## src/rtl/branch_sequencer.sv

```systemverilog
// ---------------------------------------------------------------------------
// branch_sequencer
//
// Sub-sequencer for the conditional branch instructions (brzr/brnz/brpl/brmi).
// Main control pulses Start. The block then walks the datapath through five
// microsteps:
//   RA  : put R[ra] on the bus
//   CON : hold the bus and strobe the CON flip-flop
//   PC  : PC -> Y
//   OFF : Y + C -> Z
//   WB  : Z -> PC, but only when the CON flip-flop reported "condition met"
// It also keeps saturating branch statistics for debug readout.
//
// Every control output is a flop that loads on the same edge as the state
// register. The outputs are therefore glitch-free, and each one is valid for
// exactly the cycle its state occupies.
//
// Parameters
//   CNT_W   width of the statistics counters
//   ADD_OP  ALU opcode driven during the offset-add step
//
// Ports
//   clock        in   system clock, rising-edge active
//   reset        in   synchronous, active-high; clears FSM, outputs, counters
//   Start        in   one-cycle request from main control (sampled in IDLE)
//   ConFFOut     in   CON flip-flop result (1 = branch condition met)
//   Gra          out  select R[ra] via the IR ra field
//   Rout         out  drive the selected register onto the bus
//   ConIn        out  CON flip-flop evaluate strobe
//   PCout        out  drive PC onto the bus
//   Yin          out  load Y
//   Cout         out  drive the sign-extended C field onto the bus
//   AluOp        out  ALU operation (ADD_OP in OFF, else 0)
//   Zin          out  load Z
//   ZLowout      out  drive Z[31:0] onto the bus
//   PCin         out  load PC from the bus
//   Busy         out  high whenever the FSM is not idle
//   Done         out  one-cycle completion pulse
//   Taken        out  outcome of the last completed branch
//   BranchCount  out  completed branches, saturating
//   TakenCount   out  completed taken branches, saturating
// ---------------------------------------------------------------------------
module branch_sequencer #(
   parameter int         CNT_W  = 16,
   parameter logic [4:0] ADD_OP = 5'b00011
) (
   input  logic             clock,
   input  logic             reset,
   input  logic             Start,
   input  logic             ConFFOut,
   output logic             Gra,
   output logic             Rout,
   output logic             ConIn,
   output logic             PCout,
   output logic             Yin,
   output logic             Cout,
   output logic [4:0]       AluOp,
   output logic             Zin,
   output logic             ZLowout,
   output logic             PCin,
   output logic             Busy,
   output logic             Done,
   output logic             Taken,
   output logic [CNT_W-1:0] BranchCount,
   output logic [CNT_W-1:0] TakenCount
);

   localparam logic [2:0] S_IDLE = 3'd0;
   localparam logic [2:0] S_RA   = 3'd1;
   localparam logic [2:0] S_CON  = 3'd2;
   localparam logic [2:0] S_PC   = 3'd3;
   localparam logic [2:0] S_OFF  = 3'd4;
   localparam logic [2:0] S_WB   = 3'd5;

   // Increment that sticks at all-ones instead of wrapping.
   function automatic logic [CNT_W-1:0] sat_inc(input logic [CNT_W-1:0] v);
      if (&v) begin
         return v;
      end
      return v + CNT_W'(1);
   endfunction

   logic [2:0]       state_q,   state_d;
   logic             gra_q,     gra_d;
   logic             rout_q,    rout_d;
   logic             conin_q,   conin_d;
   logic             pcout_q,   pcout_d;
   logic             yin_q,     yin_d;
   logic             cout_q,    cout_d;
   logic [4:0]       aluop_q,   aluop_d;
   logic             zin_q,     zin_d;
   logic             zlowout_q, zlowout_d;
   logic             pcin_q,    pcin_d;
   logic             busy_q,    busy_d;
   logic             done_q,    done_d;
   logic             taken_q,   taken_d;
   logic [CNT_W-1:0] bcnt_q,    bcnt_d;
   logic [CNT_W-1:0] tcnt_q,    tcnt_d;
   logic             finish;

   // Next state. Start matters only in IDLE. Requests that arrive mid-sequence
   // are dropped, not queued.
   always_comb begin
      state_d = state_q;
      case (state_q)
         S_IDLE:  state_d = Start ? S_RA : S_IDLE;
         S_RA:    state_d = S_CON;
         S_CON:   state_d = S_PC;
         S_PC:    state_d = S_OFF;
         S_OFF:   state_d = S_WB;
         S_WB:    state_d = S_IDLE;
         default: state_d = S_IDLE;
      endcase
   end

   // Outputs are decoded from the *next* state, so they register together with
   // the state. ConIn thus rises one full cycle after R[ra] first reaches the
   // bus.
   always_comb begin
      gra_d     = 1'b0;
      rout_d    = 1'b0;
      conin_d   = 1'b0;
      pcout_d   = 1'b0;
      yin_d     = 1'b0;
      cout_d    = 1'b0;
      aluop_d   = 5'd0;
      zin_d     = 1'b0;
      zlowout_d = 1'b0;
      pcin_d    = 1'b0;
      case (state_d)
         S_RA: begin
            gra_d  = 1'b1;
            rout_d = 1'b1;
         end
         S_CON: begin
            gra_d   = 1'b1;
            rout_d  = 1'b1;
            conin_d = 1'b1;
         end
         S_PC: begin
            pcout_d = 1'b1;
            yin_d   = 1'b1;
         end
         S_OFF: begin
            cout_d  = 1'b1;
            aluop_d = ADD_OP;
            zin_d   = 1'b1;
         end
         S_WB: begin
            // The condition is captured on the edge entering WB. A not-taken
            // branch leaves PC alone, because fetch already advanced it.
            zlowout_d = 1'b1;
            pcin_d    = ConFFOut;
         end
         default: ;
      endcase
   end

   // Completion bookkeeping happens on the WB -> IDLE edge.
   assign finish  = (state_q == S_WB);
   assign busy_d  = (state_d != S_IDLE);
   assign done_d  = finish;
   assign taken_d = finish ? pcin_q : taken_q;
   assign bcnt_d  = finish ? sat_inc(bcnt_q) : bcnt_q;
   assign tcnt_d  = (finish && pcin_q) ? sat_inc(tcnt_q) : tcnt_q;

   always_ff @(posedge clock) begin
      if (reset) begin
         state_q   <= S_IDLE;
         gra_q     <= 1'b0;
         rout_q    <= 1'b0;
         conin_q   <= 1'b0;
         pcout_q   <= 1'b0;
         yin_q     <= 1'b0;
         cout_q    <= 1'b0;
         aluop_q   <= 5'd0;
         zin_q     <= 1'b0;
         zlowout_q <= 1'b0;
         pcin_q    <= 1'b0;
         busy_q    <= 1'b0;
         done_q    <= 1'b0;
         taken_q   <= 1'b0;
         bcnt_q    <= '0;
         tcnt_q    <= '0;
      end else begin
         state_q   <= state_d;
         gra_q     <= gra_d;
         rout_q    <= rout_d;
         conin_q   <= conin_d;
         pcout_q   <= pcout_d;
         yin_q     <= yin_d;
         cout_q    <= cout_d;
         aluop_q   <= aluop_d;
         zin_q     <= zin_d;
         zlowout_q <= zlowout_d;
         pcin_q    <= pcin_d;
         busy_q    <= busy_d;
         done_q    <= done_d;
         taken_q   <= taken_d;
         bcnt_q    <= bcnt_d;
         tcnt_q    <= tcnt_d;
      end
   end

   assign Gra         = gra_q;
   assign Rout        = rout_q;
   assign ConIn       = conin_q;
   assign PCout       = pcout_q;
   assign Yin         = yin_q;
   assign Cout        = cout_q;
   assign AluOp       = aluop_q;
   assign Zin         = zin_q;
   assign ZLowout     = zlowout_q;
   assign PCin        = pcin_q;
   assign Busy        = busy_q;
   assign Done        = done_q;
   assign Taken       = taken_q;
   assign BranchCount = bcnt_q;
   assign TakenCount  = tcnt_q;

endmodule

```

## config.mk

```make
export PLATFORM = sky130hd
export DESIGN_NAME = branch_sequencer
export DESIGN_NICKNAME = d
export VERILOG_FILES = /design/src/rtl/branch_sequencer.sv
export SDC_FILE = /design/constraint.sdc
export NUM_CORES = 1
export LEC_CHECK = 0
export CAP_MARGIN = 20
export CORE_ASPECT_RATIO = 2
export CORE_MARGIN = 2
export CORE_UTILIZATION = 49
export DETAILED_ROUTE_END_ITERATION = 10
export PLACE_DENSITY = 0.8
export SETUP_SLACK_MARGIN = 0.05
export SYNTH_ARGS = -nofsm -noshare
export SYNTH_HDL_FRONTEND = slang
export SYNTH_SLANG_ARGS = --single-unit
```

## constraint.sdc

```tcl
create_clock -name clock -period 1.87 [get_ports clock]
set_input_delay 0.374 -clock clock [delete_from_list [all_inputs] [get_ports clock]]
set_output_delay 0.374 -clock clock [all_outputs]
set_load 0.03 [all_outputs]
```

======== Yosys cells after proc, flatten, opt, wreduce, memory -nomap -nowiden ========
Index checks and enable logic that the tools add are counted.
word-level totals
  bits in registers ....................... 49
  input bits .............................. 4
  output and inout port bits .............. 49
  logic and storage cells ................. 49
operators by class
  $add $sub $neg .......................... 2
  equal/unequal tests ..................... 12
  mux-type cells .......................... 12
  bitwise gates (word level) .............. 1
  reductions and logical operators ........ 9
operator list
  operator               number
  $add 16x1->16 const B  2
  $mux 16                2
  $reduce_and 16->1      2
  $pmux 3 s5             1
  $eq 3x2->1 const B     4
  $eq 3x3->1 const B     4
  $mux 1                 8
  $eq 3x1->1 const B     2
  $ne 2x2->1 const B     2
  $reduce_and 2->1       2
  $reduce_or 2->1        2
  $logic_not 3->1        1
  $reduce_bool 3->1      1
  $mux 2                 1
  $logic_and 1x1->1      1
  $not 1->1              1

======== Depth between registers and ports, before layout ========
  word-level depth ........................ 5
  mapped depth ............................ 6
  mapped depth without buffers ............ 5

======== Worst setup path before layout ========
OpenSTA, ideal clock, no wires.
  path type ............................... register -> register
  start point ............................. register bcnt_q[0], in the netlist BranchCount[0]
  end point ............................... register bcnt_q[0], in the netlist BranchCount[0]
  setup time .............................. 0.123 ns
  arrival ................................. 1.674 ns
  required time ........................... 1.747 ns
  setup slack ............................. 0.072 ns
  stages on the path, launching flop included .. 6
  path buffers ............................ 0
  period minus slack after synthesis ...... 1.798 ns
  cell sequence ........................... dfxtp_1 ha_1 nand2_1 nor4_2 a31oi_1 mux2_1
on the way
  cells in the longest elaborated chain, start to end .. 4
  elaborated cells between the ends (all ways) .. 6
  classes of those cells .................. 1 x add/sub; 1 x eq/ne; 2 x mux; 2 x reduce/logical
RTL lines
  item                                                   line  RTL
  start: declaration                                     97    logic [CNT_W-1:0] bcnt_q, bcnt_d;
  start signal: assignment                               200   bcnt_q <= bcnt_d;
  branches (longest 4 deep; another with $add 16x1->16)  -
Parallel ways; which one is timed is not known. The select of a mux whose other input is x is not followed.
A chain may end at the register's enable or synchronous reset.

======== Worst setup path after layout ========
  start point ............................. register bcnt_q[6], in the netlist BranchCount[6]
  end point ............................... output port BranchCount[6]
RTL lines
  item              line  RTL
  end: declaration  64    output logic [CNT_W-1:0] BranchCount,
No word-level cell between the ends.

==> impl_results.md <==
- Status: finished clean
- Vias in the first global route: 1766
- Layout Cells excl Fill: around 340
- Initial antenna violation count: 0
- IO Port Bufs: slightly below 50
- Placed Area: 2710 sq um
- Worst path max stage delay: roughly 0.70 ns
- WS Path Type: flop to output port
- Vias: roughly 2000
- H-tree depth: 2
- Clock skew: between 0.006 and 0.007 ns
- Worst reg2reg path depth: 6
- Die X: 51.7 um
- Global-route wire length before repair: slightly above 8000 um
- CP cell instances: clkdlybuf4s50_1
- Clk network pwr share: ~33%
- Post-CTS setup buffers: 0
- XOR/XNOR Fraction of Synth Area: 0.393%
- Clock root buffer master: clkbuf_8
- Final Cell Area: roughly 2800 sq um
- Antenna-violating nets left: 0
- GR Util All Layers: about 20%
- Internal power: 1.28 mW
- First-pass detailed-route iteration total: 4
- Area Growth Syn to Fin: 26.5%
- Psw: 0.411 mW
- Adder-cell area share of the yosys netlist: 1.12%
- Post-synthesis sequential area ratio: approximately two fifths
- Synth warn: 0
- Largest family of logic cells by synthesized area: simple AND/OR/NAND/NOR gates
- Final core occ: between 60% and 70%
- Worst R2R Setup Slack: around 0.11 ns
- Post-Place Cells: around 340
- Sw Share: around a quarter
- Syn_area_per_cell: around 9 sq um
- CP max stage cell: clkdlybuf4s50_1
- Row cnt: 34
- Mux contribution to synthesized area: under 10%
- CORE AREA: 4380 sq um
- DRC Markers: 0
- Number of synthesized flops with an enable pin: 0
- Critical path depth: 1
- Main flop type after synthesis: dfxtp_1
- Hpwl dp: approximately 3700 um
- Top fanout value on the critical path: 5
- R2r startpoint: BranchCount[0]
- Io pins: between 50 and 60
- WL/cell: roughly 14 um
- RSZ-0062 raised after global routing: true
- Ant diodes: 0
- Total power: around 1.7 mW
- Crit path to: BranchCount[6]
- Via density: 5.84
- Comb power frac: under 10%
- Worst IR Drop VDD: around 520 uV
- TritonCTS buffer count: 5
- Final Setup Violations: 0
- Setup tns final: 0 ns
- Die area: between 5000 and 6000 sq um
- Top delay family on crit path: buffers and inverters
- Pwr/cell area: ~600 nW/um^2
- R2r endpoint: BranchCount[6]
- Layout cell share with drive strength beyond 1: a little over a tenth
- Hold buffers post-CTS: 0
- Fmax: roughly 0.56 GHz
- Die Span Y: 99.4 um
- CTS tree: yes
- Max cap viols: 0
- Seq cells post-synth: 44
- Clock Pin Slew Worst Setup and Hold Paths: 0.08 ns
- Setup crit end kind: output port
- Starting Density: roughly 50%
- # nets final: roughly 300
- Worst hold path class: flop to flop
- Instance count of the mapped netlist: ~250
- Total global routing overflow: 0
- Synth Area in Simple Gates: 32.8%
- Pins over their slew limit: 0
- Critical path launch point type: flop
- Crit path required time: roughly 1.5 ns
- Largest net degree at the start of global routing: 28
- 1st-iter DRT viols: 31
- Fin. Hold Viols: 0
- Synth Area in Compound Gates: between 10 and 15%
- Clk_lat worst skew: around 0.30 ns
- Synthesized area: 2230 sq um
- Synth async-reset ratio: 0%
- Static Leakage: 1.20 nW
- Final Wtd Congestion: between 0.7 and 0.8
- Worst path bufs/invs: 1
- Reg power frac: a little under three fifths
- Max Root-Sink Buffers: 2
- FILL cells: ~400
- Count of cell types in the netlist: 49
- # clock sinks: 44
- Final period util: a little over nine tenths
- Post-layout min period: 1.79 ns
- Crit path arrival time: 1.41 ns
- Worst setup path startpoint: BranchCount[6]
- Drt total wl: roughly 4900 um
-- how the worst min path moves through the flow --
stage,start,end,cells after the start
2_1_floorplan,reset,state_q[2],1
3_3_place_gp,Taken,Taken,2
3_5_place_dp,Taken,Taken,2
4_1_cts,TakenCount[8],TakenCount[8],2
5_1_grt,TakenCount[8],TakenCount[8],2
6_report,TakenCount[8],TakenCount[8],2
-- layer usage --
metal	GRT usage, %	share of wire (%)	wire length (um)
met3	3.60	3.2	154
met4	7.29	1.4	67
met1	21.2	38	1840
met2	37.9	58	2820
met5	0	0	0
-- tightest hold or removal path, stage by stage (launching register included) --
cell and delay (ns):
dfxtp_1 0.34, o31ai_1 0.07, a21oi_1 0.06
-- stage by stage --
stage,hold slack (ns),setup WS [ns]
CTS,0.514,0.0563
finish,0.512,0.0814
global placement,0.487,0.145
floorplan,0.454,0.0722
detailed placement,0.504,0.0982
global route,0.531,0.0376
-- timing repair --
| item | CTS | global route |
|---|---|---|
| resized for setup | 7 | 13 |
| endpoints found under the setup margin | 7 | 17 |
| endpoints found under the hold margin | 0 | 0 |
-- flip-flops by register name, summed over array words and instances (netlist names) --
name and cells:
AluOp 1, BranchCount 16, Busy 1, ConIn 1, Done 1, PCin 1
Rout 1, Taken 1, TakenCount 16, Yin 1, ZLowout 1, state_q 3
-- cells in the final DEF, fill, tap and decap left out, drive strengths merged, types with 3 or more instances in the layout --
cell type and instances:
and2 3, o21ai 4, and3 6, nor4b 3
nor2b 9, dlymetal6s2s 8, buf 8, or4 10
o31ai 11, nor3 8, conb 3, dfxtp 44
dlygate4sd2 7, nand3 9, a31oi 3, nand2 13
mux2 8, or3 8, clkbuf 6, nand4 9
and4 5, a21oi 25, clkdlybuf4s50 34, inv 4
nand2b 5, nor2 13, nor4 6
-- power groups by stage --
stage                     sequential, mW  combinational [mW]  clock, mW
final                              0.964               0.164      0.560
after CTS                          0.964               0.166      0.579
after detailed placement           0.986               0.165          0
after global routing               0.967               0.176      0.606
after floorplan                     1.01              0.0954          0
after global placement             0.986               0.164          0
-- cells in the mapped netlist (all sizes together), types with 4 or more instances --
library cell  number  area share (%)
a21oi             25             5.6
and3               6             1.7
and4               5             2.2
buf               19             6.4
dfxtp             44              39
inv                4            0.67
mux2               8             4.0
nand2             13             2.2
nand2b             5             1.4
nand3              9             2.6
nand4              9             3.8
nor2              13             2.2
nor2b              9             2.5
nor3               8             1.8
nor4               6             2.6
o21ai              4            0.90
o31ai             11             3.7
or3                8             2.2
or4               10             3.4
-- area by class of cell --
class	count	area [sq um]	share of cell area, %
clock buffers	6	72.6	2.57
clock inverters	1	5.00	0.177
inverters	4	15.0	0.532
multi-input cells	177	1210	42.7
flip-flops and latches	44	881	31.2
well taps	54	67.6	2.39
repair buffers	57	574	20.4
-- logic make-up (layout without fill, tap and decap cells) --
kind of cell / count (synthesis) / after routing
and+or+nand+nor: 111 / 111
AOI/OAI and AO/OA: 50 / 50
DFF: 44 / 44
buffers and inverters: 26 / 68
muxes: 10 / 10
adders and majority gates: 2 / 2
other: 1 / 3
xor gates and xnor gates: 1 / 1
No activity file was read; power rests on OpenSTA's default activity.
